## src/rtl/dff_seq_pkg.sv

```systemverilog
// Shared types and helpers for the DUT flip-flop edge sequencer.
package dff_seq_pkg;

  typedef enum logic [2:0] {
    IDLE,
    PRE,
    HIGH,
    LOW,
    DONE
  } state_e;

  localparam int STEP_CYCLES = 3;

  // Data driven in the cycle before the DUT posedge.
  function automatic logic pre_edge_data(input logic simul, input logic pre_d, input logic d);
    return simul ? pre_d : d;
  endfunction

endpackage

```

## src/rtl/dff_seq_checker.sv

```systemverilog
// Latches the expected-q vector at run start and scores each step's sampled DUT output.
module dff_seq_checker
  import dff_seq_pkg::*;
#(
  parameter int NUM_STEPS = 5,
  parameter int CNT_W     = $clog2(NUM_STEPS + 1),
  parameter int IDX_W     = 3
) (
  input  logic                 clk,
  input  logic                 rst,
  input  logic                 load,
  input  logic [NUM_STEPS-1:0] expect_in,
  input  logic                 sample,
  input  logic                 last,
  input  logic [IDX_W-1:0]     idx,
  input  logic                 dut_q,
  output logic [CNT_W-1:0]     fail_count,
  output logic [NUM_STEPS-1:0] fail_mask,
  output logic                 pass
);

  logic [NUM_STEPS-1:0] exp_q, exp_d;
  logic [CNT_W-1:0]     fail_count_q, fail_count_d;
  logic [NUM_STEPS-1:0] fail_mask_q, fail_mask_d;
  logic                 pass_q, pass_d;

  always_comb begin
    // NOTE: every variable gets a default first so no path leaves it unassigned (no latch).
    exp_d        = exp_q;
    fail_count_d = fail_count_q;
    fail_mask_d  = fail_mask_q;
    pass_d       = pass_q;
    if (load) begin
      exp_d        = expect_in;
      fail_count_d = '0;
      fail_mask_d  = '0;
      pass_d       = 1'b0;
    end else if (sample) begin
      // Case inequality so an X or Z on dut_q scores as a mismatch.
      if (dut_q !== exp_q[idx]) begin
        fail_mask_d[idx] = 1'b1;
        if (fail_count_q != CNT_W'(NUM_STEPS)) fail_count_d = fail_count_q + 1'b1;
      end
      if (last) pass_d = (fail_count_d == '0);
    end
  end

  // NOTE: exp_q is a data register only read while a run is active, so it needs no reset.
  always_ff @(posedge clk) begin
    exp_q <= exp_d;
  end

  always_ff @(posedge clk) begin
    // NOTE: sequential state uses non-blocking assignments so all flops update together.
    if (rst) begin
      fail_count_q <= '0;
      fail_mask_q  <= '0;
      pass_q       <= 1'b0;
    end else begin
      fail_count_q <= fail_count_d;
      fail_mask_q  <= fail_mask_d;
      pass_q       <= pass_d;
    end
  end

  assign fail_count = fail_count_q;
  assign fail_mask  = fail_mask_q;
  assign pass       = pass_q;

endmodule

```

## src/rtl/dff_edge_sequencer.sv

```systemverilog
// Steps a single flop under test through PRE/HIGH/LOW capture cycles and scores each capture.
module dff_edge_sequencer
  import dff_seq_pkg::*;
#(
  parameter int NUM_STEPS = 5,
  parameter int CNT_W     = $clog2(NUM_STEPS + 1)
) (
  input  logic                 clk,
  input  logic                 rst,
  input  logic                 start,
  input  logic [NUM_STEPS-1:0] step_d,
  input  logic [NUM_STEPS-1:0] step_pre_d,
  input  logic [NUM_STEPS-1:0] step_simul,
  input  logic [NUM_STEPS-1:0] step_expect,
  input  logic                 dut_q,
  output logic                 dut_clk,
  output logic                 dut_d,
  output logic                 busy,
  output logic                 done,
  output logic                 pass,
  output logic [CNT_W-1:0]     fail_count,
  output logic [NUM_STEPS-1:0] fail_mask
);

  localparam int IDX_W = (NUM_STEPS > 1) ? $clog2(NUM_STEPS) : 1;
  localparam logic [IDX_W-1:0] LAST_IDX = IDX_W'(NUM_STEPS - 1);

  state_e               state_q, state_d;
  logic [IDX_W-1:0]     idx_q, idx_d;
  logic [NUM_STEPS-1:0] data_vec_q, data_vec_d;
  logic [NUM_STEPS-1:0] pre_vec_q, pre_vec_d;
  logic [NUM_STEPS-1:0] simul_vec_q, simul_vec_d;
  logic                 dut_clk_q, dut_clk_d;
  logic                 dut_d_q, dut_d_d;
  logic                 busy_q, busy_d;
  logic                 done_q, done_d;
  logic                 load, sample, last;

  // State register.
  always_ff @(posedge clk) begin
    if (rst) begin
      state_q <= IDLE;
      idx_q   <= '0;
    end else begin
      state_q <= state_d;
      idx_q   <= idx_d;
    end
  end

  // Next-state logic.
  always_comb begin
    state_d = state_q;
    idx_d   = idx_q;
    load    = 1'b0;
    sample  = 1'b0;
    case (state_q)
      IDLE, DONE: begin
        if (start) begin
          state_d = PRE;
          idx_d   = '0;
          load    = 1'b1;
        end
      end
      PRE:  state_d = HIGH;
      HIGH: state_d = LOW;
      LOW: begin
        sample = 1'b1;
        if (idx_q == LAST_IDX) begin
          state_d = DONE;
        end else begin
          state_d = PRE;
          idx_d   = idx_q + 1'b1;
        end
      end
      default: state_d = IDLE;
    endcase
  end

  assign last = sample && (idx_q == LAST_IDX);

  // Step vectors are frozen at start; the output decode below reads the post-load copy.
  always_comb begin
    data_vec_d  = load ? step_d     : data_vec_q;
    pre_vec_d   = load ? step_pre_d : pre_vec_q;
    simul_vec_d = load ? step_simul : simul_vec_q;
  end

  always_ff @(posedge clk) begin
    data_vec_q  <= data_vec_d;
    pre_vec_q   <= pre_vec_d;
    simul_vec_q <= simul_vec_d;
  end

  // Output logic: decoded from the next state so every output is a flop.
  always_comb begin
    dut_clk_d = 1'b0;
    dut_d_d   = dut_d_q;
    busy_d    = 1'b0;
    done_d    = 1'b0;
    case (state_d)
      PRE: begin
        busy_d  = 1'b1;
        dut_d_d = pre_edge_data(simul_vec_d[idx_d], pre_vec_d[idx_d], data_vec_d[idx_d]);
      end
      HIGH: begin
        busy_d    = 1'b1;
        dut_clk_d = 1'b1;
        dut_d_d   = data_vec_d[idx_d];
      end
      LOW: begin
        busy_d  = 1'b1;
        dut_d_d = data_vec_d[idx_d];
      end
      DONE:    done_d = 1'b1;
      default: ;
    endcase
  end

  always_ff @(posedge clk) begin
    if (rst) begin
      dut_clk_q <= 1'b0;
      dut_d_q   <= 1'b0;
      busy_q    <= 1'b0;
      done_q    <= 1'b0;
    end else begin
      dut_clk_q <= dut_clk_d;
      dut_d_q   <= dut_d_d;
      busy_q    <= busy_d;
      done_q    <= done_d;
    end
  end

  assign dut_clk = dut_clk_q;
  assign dut_d   = dut_d_q;
  assign busy    = busy_q;
  assign done    = done_q;

  dff_seq_checker #(
    .NUM_STEPS(NUM_STEPS),
    .CNT_W    (CNT_W),
    .IDX_W    (IDX_W)
  ) u_checker (
    .clk       (clk),
    .rst       (rst),
    .load      (load),
    .expect_in (step_expect),
    .sample    (sample),
    .last      (last),
    .idx       (idx_q),
    .dut_q     (dut_q),
    .fail_count(fail_count),
    .fail_mask (fail_mask),
    .pass      (pass)
  );

endmodule

```

## config.mk

```make
export PLATFORM = sky130hd
export DESIGN_NAME = dff_edge_sequencer
export DESIGN_NICKNAME = d
export VERILOG_FILES = /design/src/rtl/dff_seq_pkg.sv /design/src/rtl/dff_seq_checker.sv /design/src/rtl/dff_edge_sequencer.sv
export SDC_FILE = /design/constraint.sdc
export NUM_CORES = 1
export LEC_CHECK = 0
export ABC_AREA = 1
export CORE_ASPECT_RATIO = 1.25
export CORE_MARGIN = 2
export CORE_UTILIZATION = 45
export CTS_CLUSTER_DIAMETER = 150
export DETAILED_ROUTE_END_ITERATION = 8
export GPL_ROUTABILITY_DRIVEN = 0
export GPL_TIMING_DRIVEN = 0
export PLACE_DENSITY = 0.69
export RECOVER_POWER = 50
export SYNTH_ARGS = -nofsm -noshare
export SYNTH_HDL_FRONTEND = slang
export SYNTH_SLANG_ARGS = --single-unit
```

## constraint.sdc

```tcl
create_clock -name clk -period 2.8 [get_ports clk]
set_clock_uncertainty 0.1 [all_clocks]
set_input_delay 0.42 -clock clk [delete_from_list [all_inputs] [get_ports clk]]
set_output_delay 0.42 -clock clk [all_outputs]
set_load 0.05 [all_outputs]
```

==> impl.org <==
** Status
- The flow ran to the end, and the final reports show no timing, DRC or antenna violations.

** Power
- Logic gate share of total power :: 0.221
- Peak supply drop :: 0.358 mV
- Switching power :: 393 uW
- P per Cell Area :: 544 nW/um^2
- Of the total power, the share spent switching nets is 0.293.
- The share of total power dissipated in sequential elements is 0.490.
- Total internal power :: 949 uW
- Cell leakage power :: 1.15 nW
- Portion of total power attributed to the clock network :: 0.289

** Clock network
- Clock-pin transition on the worst setup and hold timing paths :: 70 ps
- TritonCTS built the clock tree.
- Worst-Skew Late Latency :: 290 ps
- Number of buffers inserted by post-CTS setup repair :: 0
- Buffer levels on the longest clock path :: 2
- Count of cells resized by post-cts repair :: 0
- The H-tree was split into 2 levels.
- TritonCTS sink count :: 39
- Buffers inserted during clock tree synthesis total 5.
- CTS root buffer :: clkbuf_8
- After clock tree synthesis, the flow added hold-fix buffers numbering 0.

** Die
- Area of the die :: 4930 um^2
- Core ar. :: 4160 um^2
- Site Rows :: 26
- The die is 78.0 um tall.
- The floorplan step set the die width to 63.2 um.
- Effective utilization at floorplan :: 0.474
- I/O Pins :: 37

** Timing
- Adding up every negative setup slack in the final design gives 0 ps.
- The smallest clock period supported by the final layout is computed as 2330 ps.
- Headroom to the max-slew limit :: 0.620
- Final period utilization :: 0.832
- Slew Limit Fails :: 0
- Final setup violation count :: 0
- The final number of hold-violating endpoints came to 0.
- Setup repair after global routing left no endpoint under its margin.
- Based on the critical path, the design can be clocked at up to 0.429 GHz.
- For the pin with the worst max-slew slack, the measured transition is 570 ps.

** Worst setup path
- STA classifies the critical path startpoint as an input pin.
- Worst setup path startpoint :: start
- Classification of the worst setup path :: in -> reg
- At the worst endpoint, the arrival time is 2460 ps.
- CP peak stage delay :: 600 ps
- At the worst endpoint, the required time is 2930 ps.
- STA classifies the critical path endpoint as a flip-flop.
- The startpoint identified for the worst register-to-register timing path is state_q[0]$_SDFF_PP0_.
- The slowest stage of the critical path is the dlygate4sd3_1 cell.
- By instance count, the cell type seen most on the critical path is nand2_1.
- Sequence of cells on the critical path :: dlygate4sd3_1, nand2_4, clkbuf_1, nand3_1, nand2_2, inv_2, nand3_1, nand2_1, nor2_1, nand2_1, nand2_1, nand2_1, a21oi_2
- In this run the worst path has a maximum fanout of 10.
- The number of cells on the worst reg-to-reg path is 12.

** Drt
- The routed design uses 1860 um of met2 wire.
- Summed over all nets, wire length on met3 after detailed routing comes to 107 um.
- Detailed Route Iter0 Violations :: 61
- Across all layers, the routed design uses 1630 vias.
- Wire per inst :: 10.3 um
- For this block, wires on met1 add up to 1560 um.
- Via density :: 4.67
- Detailed-router iteration count before antenna repair :: 4
- Total wire length :: 3580 um
- Antenna viol nets, final :: 0
- DRC viols :: 0
- Highest routing layer actually used :: met4

** Worst hold path
- The worst hold path was traced through 2 stages.
- The tightest min-delay check is of the reg -> reg type.
- The startpoint identified for the worst hold timing path is u_checker.fail_mask[3]$_SDFFE_PP0P_.

** Yosys
- Cell area after synthesis :: 1970 um^2
- The number of nets handed over by synthesis was 278.
- After synthesis, the netlist uses 33 different library cells.
- Yosys printed 0 warnings.
- Share of the yosys chip area belonging to registers :: 0.421
- Register bit count reported by yosys :: 39
- Mapped Avg Cell Area :: 7.89 um^2
- The cell count after synthesis came out at 250.

** Cells and area
- From synthesis to final layout, the design area changed by 25.2%.
- Final cell area excluding filler cells :: 2470 um^2
- Fill cell instance count of the final layout :: 421
- The top cell types in the final layout, fill and taps aside, are nand2_1, dfxtp_1, inv_1, clkdlybuf4s50_1, nand3_1.
- In the final layout, the share of cells above drive strength 1 is 0.150.
- Leaving out fill and tap cells, the most frequent cell in the layout is nand2_1.
- Number of diodes :: 0
- After the last flow step, the layout net total stands at 320.

** Placed design
- The wire-length estimate of the detail-placed layout is 2750 um.
- Number of port buffers :: 35
- After detailed placement, the total cell area comes to 2390 um^2.

** Global route
- Number of antenna violations at the first check in global routing :: 0
- First-pass GRT wire length :: 6620 um
- Overflow left after global routing :: 0
- Via count of the first global-routing pass :: 1544
- Largest net degree at the start of global routing :: 13
- Tot GR Track Use :: 0.167

** Job
- Max-cap violations in this run came to 0.
## worst paths after layout
| path | endpoint | slack [ps] |
|---|---|---|
| worst max-delay path | dut_d$_SDFFE_PP0P_ | 470 |
| worst min-delay path | u_checker.fail_mask[3]$_SDFFE_PP0P_ | 350 |
| worst max register to register | dut_d$_SDFFE_PP0P_ | 670 |
| worst min register to register | u_checker.fail_mask[3]$_SDFFE_PP0P_ | 350 |
## routing by layer
layer / up-vias / global-route usage
li1: 875 / -
met1: 725 / 0.188
met2: 24 / 0.306
met3: 6 / 0.0401
met4: 0 / 0.0522
met5: - / 0
## state kept, by name, summed over array words and instances (netlist names)
name                  flops
busy                      1
data_vec_q                5
done                      1
dut_clk                   1
dut_d                     1
idx_q                     3
pre_vec_q                 5
simul_vec_q               5
state_q                   3
u_checker.exp_q           5
u_checker.fail_count      3
u_checker.fail_mask       5
u_checker.pass            1
## stage by stage
stage	utilization	power [mW]	hold WS (ps)	setup slack [ps]	instances
floorplan	-	0.891	315	949	250
global placement	0.575	0.976	335	651	341
global route	0.593	1.42	380	269	349
detailed placement	0.575	0.981	340	618	341
finish	0.593	1.34	349	471	349
CTS	0.596	1.37	352	687	349
## synthesized netlist by cell type
cell      number  share of area
buf_2          1         0.0025
nand2_4        3          0.017
inv_4          1         0.0032
nor2_1        16          0.030
nand4_1        5          0.016
o21ai_1       10          0.025
and3_1         1         0.0032
nand2_2        7          0.022
buf_6          3          0.017
o21ai_0        5          0.013
nand3_1       19          0.048
ha_1           4          0.025
nor2_2         1         0.0032
a21oi_2        2         0.0089
clkbuf_1       1         0.0019
nand3_2        2          0.010
clkinv_4       1         0.0044
a21oi_1        9          0.023
o21bai_4       1         0.0095
clkinv_1       1         0.0019
nand4_2        2          0.013
nand2_1       62           0.12
inv_1         31          0.059
dfxtp_1       34           0.35
o211ai_1       1         0.0038
nor2_4         4          0.023
buf_4          1         0.0038
o21bai_1       1         0.0038
nand3_4        4          0.036
inv_2          7          0.013
edfxtp_1       5          0.076
a31oi_1        2         0.0063
xor2_1         3          0.013
## cell families after synthesis
family	after synthesis	synth area share
flip-flops	39	0.421
adder cells (fa/ha/maj)	4	0.0254
AO/OA/AOI/OAI	31	0.0933
buffers and inverters	47	0.107
XOR/XNOR	3	0.0133
AND/OR/NAND/NOR	126	0.339
## final cells by class
cell class	count	area, um^2	share of cell area
inverter	41	161	0.0654
multi-input combinational	164	922	0.374
timing repair buffer	35	350	0.142
clock buffer	7	86.3	0.0350
clock inverter	1	5.00	0.00203
buffer	6	42.5	0.0172
tap	56	70.1	0.0284
sequential	39	831	0.337
## worst max-delay path, delay by kind of cell
family	cells	cell delay, ps
AO/OA/AOI/OAI	1	100
AND/OR/NAND/NOR	9	810
buffers and inverters	3	1120
## power groups by stage
stage | registers [mW] | logic [mW] | clock network, mW
6_report | 0.658 | 0.296 | 0.388
5_1_grt | 0.665 | 0.336 | 0.423
4_1_cts | 0.659 | 0.311 | 0.399
3_5_place_dp | 0.672 | 0.308 | 0
3_3_place_gp | 0.671 | 0.305 | 0
2_1_floorplan | 0.697 | 0.195 | 0
(Power assumes the default switching activity.)
